[src/rtl/hex_word_print_seq.sv]
// Word-to-ASCII print sequencer: emits a word MSB-first as hex digit pairs (or raw bytes), then SEP_CHAR.
// Optional feature macro: HEX_PREFIX_EN adds a "0x" prefix before hex-mode words.
module hex_word_print_seq #(
    parameter int         WORD_BYTES = 4,
    parameter logic [7:0] SEP_CHAR   = 8'h20
) (
    input  logic                    clk,
    input  logic                    rst,
    input  logic                    req_valid,
    output logic                    req_ready,
    input  logic [8*WORD_BYTES-1:0] req_word,
    input  logic                    req_raw,
    output logic                    ch_valid,
    input  logic                    ch_ready,
    output logic [7:0]              ch_data,
    output logic                    busy
);

    localparam int         WW       = 8 * WORD_BYTES;
    localparam logic [2:0] LAST_IDX = 3'(WORD_BYTES - 1);

    typedef enum logic [2:0] {
        S_IDLE = 3'd0,
`ifdef HEX_PREFIX_EN
        S_PFX0 = 3'd1,
        S_PFX1 = 3'd2,
`endif
        S_HI   = 3'd3,
        S_LO   = 3'd4,
        S_SEP  = 3'd5
    } state_t;

    state_t          state_q, state_d;
    logic [WW-1:0]   word_q,  word_d;
    logic            raw_q,   raw_d;
    logic [2:0]      idx_q,   idx_d;
    logic            step;
    logic            busy_d;

    function automatic logic [7:0] hex_digit(input logic [3:0] n);
        return (n < 4'd10) ? (8'h30 + {4'h0, n}) : (8'h37 + {4'h0, n});
    endfunction

    // Character presented while sitting in state s; b is the current (top) byte of the word.
    function automatic logic [7:0] char_of(input state_t s, input logic [7:0] b, input logic raw);
        logic [7:0] c;
        c = 8'h00;
        case (s)
`ifdef HEX_PREFIX_EN
            S_PFX0:  c = 8'h30;
            S_PFX1:  c = 8'h78;
`endif
            S_HI:    c = raw ? b : hex_digit(b[7:4]);
            S_LO:    c = hex_digit(b[3:0]);
            S_SEP:   c = SEP_CHAR;
            default: c = 8'h00;
        endcase
        return c;
    endfunction

    assign step = ch_valid && ch_ready;

    always_comb begin
        // NOTE: every variable gets a default before the case so no path leaves it unassigned (no latch).
        state_d = state_q;
        word_d  = word_q;
        raw_d   = raw_q;
        idx_d   = idx_q;

        case (state_q)
            S_IDLE: begin
                idx_d = 3'd0;
                if (req_valid && req_ready) begin
                    word_d = req_word;
                    raw_d  = req_raw;
`ifdef HEX_PREFIX_EN
                    state_d = req_raw ? S_HI : S_PFX0;
`else
                    state_d = S_HI;
`endif
                end
            end
`ifdef HEX_PREFIX_EN
            S_PFX0: if (step) state_d = S_PFX1;
            S_PFX1: if (step) state_d = S_HI;
`endif
            S_HI: begin
                if (step) begin
                    if (!raw_q) begin
                        state_d = S_LO;
                    end else if (idx_q < LAST_IDX) begin
                        idx_d  = idx_q + 3'd1;
                        word_d = word_q << 8;
                    end else begin
                        state_d = S_SEP;
                    end
                end
            end
            S_LO: begin
                if (step) begin
                    if (idx_q < LAST_IDX) begin
                        idx_d   = idx_q + 3'd1;
                        word_d  = word_q << 8;
                        state_d = S_HI;
                    end else begin
                        state_d = S_SEP;
                    end
                end
            end
            S_SEP:   if (step) state_d = S_IDLE;
            default: state_d = S_IDLE;
        endcase

        busy_d = (state_d != S_IDLE);
    end

    // Outputs are registered from the next-state view, so data is stable while the sink stalls.
    always_ff @(posedge clk) begin
        // NOTE: sequential state uses non-blocking assignments so all registers update together.
        if (rst) begin
            state_q   <= S_IDLE;
            word_q    <= '0;
            raw_q     <= 1'b0;
            idx_q     <= 3'd0;
            req_ready <= 1'b0;
            ch_valid  <= 1'b0;
            ch_data   <= 8'h00;
            busy      <= 1'b0;
        end else begin
            state_q   <= state_d;
            word_q    <= word_d;
            raw_q     <= raw_d;
            idx_q     <= idx_d;
            req_ready <= !busy_d;
            ch_valid  <= busy_d;
            ch_data   <= char_of(state_d, word_d[WW-1 -: 8], raw_d);
            busy      <= busy_d;
        end
    end

endmodule

[config.mk]
export PLATFORM = sky130hd
export DESIGN_NAME = hex_word_print_seq
export DESIGN_NICKNAME = d
export VERILOG_FILES = /design/src/rtl/hex_word_print_seq.sv
export SDC_FILE = /design/constraint.sdc
export NUM_CORES = 1
export LEC_CHECK = 0
export CORE_ASPECT_RATIO = 1.4
export CORE_MARGIN = 10
export CORE_UTILIZATION = 50
export DETAILED_ROUTE_END_ITERATION = 12
export PLACE_DENSITY = 0.9
export SLEW_MARGIN = 25
export SYNTH_ARGS = -nofsm -noshare
export SYNTH_HDL_FRONTEND = slang
export SYNTH_SLANG_ARGS = --single-unit
[constraint.sdc]
create_clock -name clk -period 5.9 [get_ports clk]
set_clock_uncertainty 0.2 [all_clocks]
set_input_delay 1.77 -clock clk [delete_from_list [all_inputs] [get_ports clk]]
set_output_delay 1.77 -clock clk [all_outputs]
set_load 0.01 [all_outputs]
==> impl_metrics.ini, run 1 <==
[placed_design]
gp_congestion = 0.8485
place_area_mm2 = 0.002673
io_buffers = 47
dp_hpwl_mm = 3.878

[power]
irDropWorstVdd_mv = 0.2007
seqPwrFrac_pct = 50.6
pwr-share-clk_pct = 35.0
power_leakage_nw = 1.024
power_w = 0.0006988
combPwrFrac_pct = 14.4
power_density_mw_per_mm2 = 250.9
p_sw_w = 0.0001757
netSwitchingFraction_pct = 25.15
p_int_w = 0.0005230

[floorplan]
start_util_pct = 51.45
fp.dieArea_mm2 = 0.007440
die_w_um = 75.82
die_h_um = 98.14
io_pins = 48
std_cell_rows = 28
core-area_mm2 = 0.004239

[worst_setup_path]
r2r_slack_ns = 2.75
cp.required_ns = 5.94
path_class = in -> reg
cp-start-kind = input pin
rr_worst_depth = 7
crit_path_start = ch_ready
critPathArrivalTime_ns = 4.67
worst-path-max-fanout = 15
rr_endpoint = ch_data[0]
endpoint = ch_data[0]
r2r_start = state_q[0]
end_kind = flip-flop

[synthesis]
synth.area.top_cells = dfxtp_1 45%, a222oi_1 9.2%, nor2_1 7.4%, a22oi_1 2.8%, a21oi_1 2.1%
ys_ff_latch = 49
async_flop_share_pct = 0
postSynthAreaPerCell_um2 = 9.320
synth_edf_count = 0
yosysUniqueCellTypes = 47
yosysWarnings = 0
syn_area_mm2 = 0.002181
yosys.area.top_type = dfxtp_1
yosysSeqAreaShare_pct = 44.98
synth_nets = 274
ys.flop_type = dfxtp_1
syn_inst = 234
synthDominantCellAreaShare_pct = 44.98

[global_routing]
grt_max_degree = 36
antenna_found_initial = 0
grt.total_usage_pct = 14.25
overflow = 0
grt_pass1_vias = 1914
grt_pass1_wl_mm = 8.466

[clock_network]
root_buffer = clkbuf_8
cts_setup_buffers = 0
ctsHoldBuffers = 0
clk_path_buf_depth = 2
numCtsBuffers = 5
cts_max_level = 2
cts_resized = 0
tritoncts = yes
clk_pin_slew_ns = 0.09
cts.sinks = 49
clock_latency_ns = 0.31

[cells_and_area]
final_common_cell = dfxtp_1
nNetsFinal = 315
layout_common_cells = 49 x dfxtp_1, 47 x clkdlybuf4s50_1, 43 x nor2_1
antenna_cells = 0
design_area_mm2 = 0.002785
drive_gt1_share_pct = 7.246
syn_to_final_growth_pct = 27.71

[timing]
post-route-period-util_pct = 78.41
final-max-slew-violation-count = 0
grt_setup_unrepaired = no
tightest_slew_ns = 0.8701
setup_tns_ns = 0
final_hold_viol_count = 0
maxSlewHeadroom_pct = 42.00
min_period_ns = 4.626
max_freq_mhz = 216.1
finalSetupViolations = 0

[routing]
routed_wl_mm = 5.423
via_per_inst = 6.021
drt_iter0_drc = 211
wl_per_cell_um = 16.14
route.detailed.drc = 0
ant_nets = 0
dr.pass1.iters = 6
num_vias = 2023

[worst_hold_path]
min-delay-start = word_q[0]
hp-class = reg -> reg

[outcome]
outcome = complete, no violations

[run]
drv_cap = 0
## critical path: stages
cell and delay (ns):
clkdlybuf4s50_1 0.51, and4_1 0.25, nand3_1 0.09, a22o_1 0.39, a222oi_1 0.81, a21o_1 0.32
mux2_2 0.36, a31oi_1 0.17
## worst min path at each step
stage	endpoint	cells after the start	slack, ns
after global routing	word_q[2]	2	0.34
after floorplan	word_q[15]	2	0.26
after detailed placement	word_q[2]	2	0.29
after CTS	word_q[2]	2	0.32
after global placement	word_q[3]	2	0.28
final	word_q[0]	2	0.31
## power by group through the flow
stage	clock (W)	sequential (W)	combinational, W
2_1_floorplan	0	0.000359	0.0000603
3_3_place_gp	0	0.000360	0.0000967
3_5_place_dp	0	0.000361	0.0000995
4_1_cts	0.000248	0.000353	0.000100
5_1_grt	0.000256	0.000355	0.000109
6_report	0.000245	0.000354	0.000100
## state kept, by name, summed over array words and instances (netlist names)
name	cells
state_q	3
raw_q	1
ch_data	8
word_q	32
busy	1
req_ready	1
idx_q	3
## cell usage after synthesis, types with 2 or more instances
| master | instances |
|---|---|
| a222oi_1 | 20 |
| inv_1 | 5 |
| nand2b_1 | 5 |
| a21o_1 | 5 |
| mux2i_1 | 2 |
| nor3_1 | 4 |
| a211oi_1 | 4 |
| ha_1 | 3 |
| a22o_1 | 2 |
| a31oi_1 | 5 |
| xnor2_1 | 2 |
| o21a_1 | 2 |
| a22oi_1 | 8 |
| a221o_1 | 4 |
| buf_2 | 2 |
| nor2_1 | 43 |
| clkbuf_1 | 11 |
| nand4_1 | 2 |
| dfxtp_1 | 49 |
| and2_1 | 4 |
| or2_2 | 2 |
| o21ai_0 | 6 |
| nand2_1 | 6 |
| a221oi_1 | 3 |
| buf_6 | 2 |
| and3_1 | 2 |
| a21oi_1 | 9 |
| nor2b_1 | 2 |
| and4_1 | 2 |
## cell families (layout without fill, tap and decap cells)
logic type      Yosys count  in the layout  synth area share, %
xor+xnor                  2              2               0.8034
simple gates             78             78                17.67
flops                    49             49                44.98
mux                       3              3                1.434
fa+ha+maj                 3              3                1.721
compound gates           77             77                28.63
buf+inv                  22             64                4.762
## metrics by stage
stage / setup slack [ns] / util [%] / std cells / hold slack (ns)
4_1_cts: 1.321 / 65.70 / 336 / 0.3157
3_3_place_gp: 1.122 / 63.02 / 328 / 0.2774
5_1_grt: 1.139 / 65.70 / 336 / 0.3424
6_report: 1.274 / 65.70 / 336 / 0.3145
2_1_floorplan: 1.990 / - / 234 / 0.2633
3_5_place_dp: 1.011 / 63.05 / 328 / 0.2917
## layer usage
| metal | routed length, µm | track usage, % | vias to the layer above |
|---|---|---|---|
| met1 | 2225 | 15.17 | 934 |
| met2 | 2581 | 23.56 | 88 |
| met3 | 487 | 5.775 | 13 |
| li1 | - | - | 988 |
| met4 | 129 | 6.456 | 0 |
| met5 | 0 | 0 | - |
## cell type report
cell class,instances,area [µm²]
timing repair buffer,51,500.5
clock inverter,3,43.79
tap,60,75.07
multi-input combinational,163,1097
fill,338,1454
clock buffer,5,68.82
sequential,49,980.9
inverter,5,18.77
Power figures use the tool's default switching activity.
==> run 2, diff against run 1 <==
--- a/config.mk
+++ b/config.mk
@@ -7,9 +7,9 @@
 export LEC_CHECK = 0
 export CORE_ASPECT_RATIO = 1.4
 export CORE_MARGIN = 10
-export CORE_UTILIZATION = 50
+export CORE_UTILIZATION = 45
 export DETAILED_ROUTE_END_ITERATION = 12
-export PLACE_DENSITY = 0.9
+export PLACE_DENSITY = 0.86
 export SLEW_MARGIN = 25
 export SYNTH_ARGS = -nofsm -noshare
 export SYNTH_HDL_FRONTEND = slang
==> constraint.sdc (replaced) <==
create_clock -name clk -period 4.2 [get_ports clk]
set_clock_uncertainty 0.2 [all_clocks]
set_input_delay 1.26 -clock clk [delete_from_list [all_inputs] [get_ports clk]]
set_output_delay 1.26 -clock clk [all_outputs]
set_load 0.01 [all_outputs]
==> impl_metrics.ini, run 2 (same netlist as run 1, synthesis figures left out) <==
[outcome]
outcome = complete, no violations

[routing]
ant_nets = 0
via_per_inst = 6.040
num_vias = 2108
routed_wl_mm = 5.647
drt_iter0_drc = 268
route.detailed.drc = 0
wl_per_cell_um = 16.18
dr.pass1.iters = 8

[clock_network]
clk_path_buf_depth = 2
cts_resized = 0
cts.sinks = 49
root_buffer = clkbuf_8
numCtsBuffers = 5
ctsHoldBuffers = 0
cts_max_level = 2
clk_pin_slew_ns = 0.09
tritoncts = yes
cts_setup_buffers = 0
clock_latency_ns = 0.31

[placed_design]
io_buffers = 47
gp_congestion = 0.8596
dp_hpwl_mm = 4.173
pre_cts_ws_ns = 0.07319

[worst_setup_path]
max_stage_delay_ns = 0.55
path_class = in -> reg
path_buf_inv = 1
rr_worst_depth = 9
slowest_stage = a222oi_1
critPathArrivalTime_ns = 3.82
endpoint = ch_data[1]
r2r_start = state_q[2]
rr_endpoint = ch_data[1]
cp_cell_sequence = clkdlybuf4s50_1 -> and4_1 -> nand3_1 -> a22o_1 -> a222oi_1 -> ha_1 -> a21oi_1 -> a221oi_1 -> a211oi_1
cp.required_ns = 4.23
cp-start-kind = input pin
end_kind = flip-flop
worst-path-max-fanout = 14
r2r_slack_ns = 1.21
cp_top_family = compound AO/OA/AOI/OAI gates
crit_cells = 9
crit_path_start = ch_ready

[timing]
setup_tns_ns = 0
final_hold_viol_count = 0
max_freq_mhz = 263.6
final-max-slew-violation-count = 0
finalSetupViolations = 0
post-route-period-util_pct = 90.31
grt_setup_unrepaired = no
maxSlewHeadroom_pct = 54.46
setup_ws_ns = 0.4069
hold_ws_ns = 0.3096
tightest_slew_ns = 0.6810
min_period_ns = 3.793

[floorplan]
core-area_mm2 = 0.004608
die_w_um = 78.84
io_pins = 48
die_h_um = 102.4
start_util_pct = 47.33
fp.dieArea_mm2 = 0.008070
std_cell_rows = 29

[cells_and_area]
final_common_cell = dfxtp_1
largestRegisters = word_q x32, ch_data x8
layout_common_cells = 49 x dfxtp_1, 47 x clkdlybuf4s50_1, 43 x nor2_1
nNetsFinal = 326
antenna_cells = 0
nFillCells = 400
largest_reg_flops = 32
drive_gt1_share_pct = 10.45
regMostFlops = word_q
syn_to_final_growth_pct = 31.73
final_core_util_pct = 62.34

[run]
drv_cap = 0

[worst_hold_path]
hp-class = reg -> reg

[global_routing]
grt_pass1_vias = 2047
grt.total_usage_pct = 13.89
grt_pass1_wl_mm = 9.356
grt_max_degree = 25
antenna_found_initial = 0
groute.layer.met1.usage_pct = 14.89
use_met3_pct = 4.306
globalRouteMet2Util_pct = 24.05
busiest_layer = met2
overflow = 0

[power]
power_leakage_nw = 1.075
power_density_mw_per_mm2 = 346.8
power_w = 0.0009962
irDropWorstVdd_mv = 0.2850
-- run 2: worst min path at each step --
stage / cells past startpoint / slack [ns] / startpoint / endpoint
after floorplan: 2 / 0.26 / word_q[15] / word_q[15]
after global placement: 2 / 0.28 / word_q[3] / word_q[3]
after detailed placement: 2 / 0.29 / word_q[2] / word_q[2]
after CTS: 2 / 0.31 / word_q[2] / word_q[2]
after global routing: 2 / 0.34 / word_q[6] / word_q[6]
final: 2 / 0.31 / word_q[2] / word_q[2]
-- run 2: power breakdown --
group          internal (W)  leakage [nW]  switching (W)
sequential         0.000484         0.399      0.0000135
combinational     0.0000808         0.617      0.0000703
clock              0.000182        0.0591       0.000166
total              0.000746          1.08       0.000250
-- run 2: layout make-up --
cell class	instances	area [µm²]	share of cell area (%)
multi-input combinational	163	1096	38.15
sequential	49	980.9	34.15
timing repair buffer	62	583.1	20.30
tap	62	77.57	2.700
clock buffer	5	68.82	2.395
clock inverter	3	47.55	1.655
inverter	5	18.77	0.6533
-- run 2: layer usage --
| metal | share of wire (%) | routed length (µm) |
|---|---|---|
| met5 | 0 | 0 |
| met4 | 3.0 | 168 |
| met3 | 8.6 | 485 |
| met2 | 49 | 2754 |
| met1 | 40 | 2238 |
-- run 2: metrics by stage --
step | cells | area (µm²)
global placement | 341 | 2756
global route | 349 | 2873
CTS | 349 | 2873
finish | 349 | 2873
floorplan | 234 | 2181
detailed placement | 341 | 2756
-- run 2: worst min-delay path, cell delays in order, from the launching register on --
cell	delay (ns)
dfxtp_1	0.34
a22oi_1	0.06
nor2_1	0.07
==> run 3, diff against run 2 <==
--- a/config.mk
+++ b/config.mk
@@ -5,11 +5,14 @@
 export SDC_FILE = /design/constraint.sdc
 export NUM_CORES = 1
 export LEC_CHECK = 0
+export CELL_PAD_IN_SITES_DETAIL_PLACEMENT = 2
+export CELL_PAD_IN_SITES_GLOBAL_PLACEMENT = 2
 export CORE_ASPECT_RATIO = 1.4
 export CORE_MARGIN = 10
-export CORE_UTILIZATION = 45
+export CORE_UTILIZATION = 27
 export DETAILED_ROUTE_END_ITERATION = 12
-export PLACE_DENSITY = 0.86
+export MAX_ROUTING_LAYER = met4
+export PLACE_DENSITY = 0.85
 export SLEW_MARGIN = 25
 export SYNTH_ARGS = -nofsm -noshare
 export SYNTH_HDL_FRONTEND = slang
==> impl_metrics.ini, run 3 (same netlist as run 1, synthesis figures left out) <==
[worst_hold_path]
min-delay-start = word_q[1]
hp-class = reg -> reg

[timing]
post-route-period-util_pct = 94.82
final_hold_viol_count = 0
setup_tns_ns = 0
tightest_slew_ns = 0.5876
grt_setup_unrepaired = no
final-max-slew-violation-count = 0
finalSetupViolations = 0
max_freq_mhz = 251.1
min_period_ns = 3.983
maxSlewHeadroom_pct = 60.83

[floorplan]
die_h_um = 126.3
start_util_pct = 27.97
io_pins = 48
std_cell_rows = 38
fp.dieArea_mm2 = 0.01212
core-area_mm2 = 0.007797
die_w_um = 95.96

[cells_and_area]
largest_reg_flops = 32
nFillCells = 896
final_core_util_pct = 37.82
regMostFlops = word_q
layout_common_cells = 49 x dfxtp_1, 47 x clkdlybuf4s50_1, 43 x nor2_1
antenna_cells = 0
syn_to_final_growth_pct = 35.23
nNetsFinal = 326
final_common_cell = dfxtp_1
largestRegisters = word_q x32, ch_data x8
drive_gt1_share_pct = 10.45

[power]
seqPwrFrac_pct = 48.8
p_sw_w = 0.0002600
irDropWorstVdd_mv = 0.2024
combPwrFrac_pct = 16.0
power_leakage_nw = 1.083
power_density_mw_per_mm2 = 346.4
pwr-share-clk_pct = 35.3
p_int_w = 0.0007615
netSwitchingFraction_pct = 25.45

[worst_setup_path]
path_buf_inv = 1
end_kind = flip-flop
rr_endpoint = ch_data[1]
max_stage_delay_ns = 0.59
worst-path-max-fanout = 9
path_class = in -> reg
cp_top_family = compound AO/OA/AOI/OAI gates
crit_path_start = ch_ready
cp_cell_sequence = clkdlybuf4s50_1 -> and4_1 -> nand3_1 -> a22o_1 -> a222oi_1 -> ha_1 -> a21oi_1 -> a221oi_1 -> a211oi_1
rr_worst_depth = 9
cp-start-kind = input pin
r2r_slack_ns = 1.08
r2r_start = state_q[2]
critPathArrivalTime_ns = 4.00
crit_cells = 9
slowest_stage = a222oi_1
endpoint = ch_data[1]
cp.required_ns = 4.22

[clock_network]
cts_max_level = 2
root_buffer = clkbuf_8
ctsHoldBuffers = 0
clk_pin_slew_ns = 0.09
cts_resized = 0
clock_latency_ns = 0.31
cts.sinks = 49
numCtsBuffers = 5
tritoncts = yes
clk_path_buf_depth = 2
cts_setup_buffers = 0

[routing]
route.detailed.drc = 0
wl_per_cell_um = 18.95
routed_wl_mm = 7.332
via_per_inst = 5.426
num_vias = 2100
dr.pass1.iters = 5
drt_iter0_drc = 185
ant_nets = 0

[global_routing]
overflow = 0
grt_pass1_wl_mm = 11.74
grt_max_degree = 38
grt.total_usage_pct = 12.29
antenna_found_initial = 0
grt_pass1_vias = 2262

[outcome]
outcome = complete, no violations

[placed_design]
gp_congestion = 0.8230
io_buffers = 47
dp_hpwl_mm = 5.461

[run]
drv_cap = 0
[run 3: power groups by stage]
stage | Sequential (W) | Clock (W) | Combinational, W
2_1_floorplan | 0.000505 | 0 | 0.0000848
3_3_place_gp | 0.000507 | 0 | 0.000156
3_5_place_dp | 0.000508 | 0 | 0.000163
4_1_cts | 0.000498 | 0.000366 | 0.000165
5_1_grt | 0.000500 | 0.000387 | 0.000178
6_report | 0.000498 | 0.000360 | 0.000163
[run 3: layer usage]
layer | vias to the layer above | wire, µm | global-route usage, %
li1 | 998 | - | -
met1 | 1042 | 3124 | 13.80
met2 | 51 | 3874 | 21.46
met3 | 9 | 229 | 2.125
met4 | 0 | 102 | 3.568
met5 | - | 0 | -
[run 3: area by class of cell]
type	count	area, µm²	share of cell area (%)
Clock buffer	6	82.58	2.800
Timing Repair Buffer	62	608.1	20.62
Sequential cell	49	980.9	33.26
Multi-Input combinational cell	163	1096	37.17
Clock inverter	2	37.54	1.273
Tap cell	100	125.1	4.243
Inverter	5	18.77	0.6364
[run 3: stage by stage]
step	std cells	hold slack, ns	area, µm²	power [W]	worst slack, ns
final	387	0.3072	2949	0.001022	0.2174
after global placement	379	0.2781	2829	0.0006634	0.1397
after floorplan	234	0.2633	2181	0.0005895	0.8001
after global routing	387	0.3499	2949	0.001065	0.05336
after detailed placement	379	0.2910	2829	0.0006710	0.01721
after CTS	387	0.3143	2949	0.001029	0.2579
[run 3: worst register-to-register path, stage by stage (launching register included)]
cell and delay, ns:
dfxtp_1 0.48, nor3b_1 0.44, a21oi_1 0.14, nor3_4 0.46, a221o_1 0.33, inv_1 0.12
ha_1 0.28, a21oi_1 0.21, a221oi_1 0.14, a211oi_1 0.25
[run 3: worst min-delay path by stage]
stage                  to  slack, ns  depth (start not counted)
2_1_floorplan  word_q[15]       0.26                          2
4_1_cts         word_q[1]       0.31                          2
6_report        word_q[1]       0.31                          2
3_3_place_gp    word_q[7]       0.28                          2
5_1_grt         word_q[3]       0.35                          2
3_5_place_dp    word_q[1]       0.29                          2
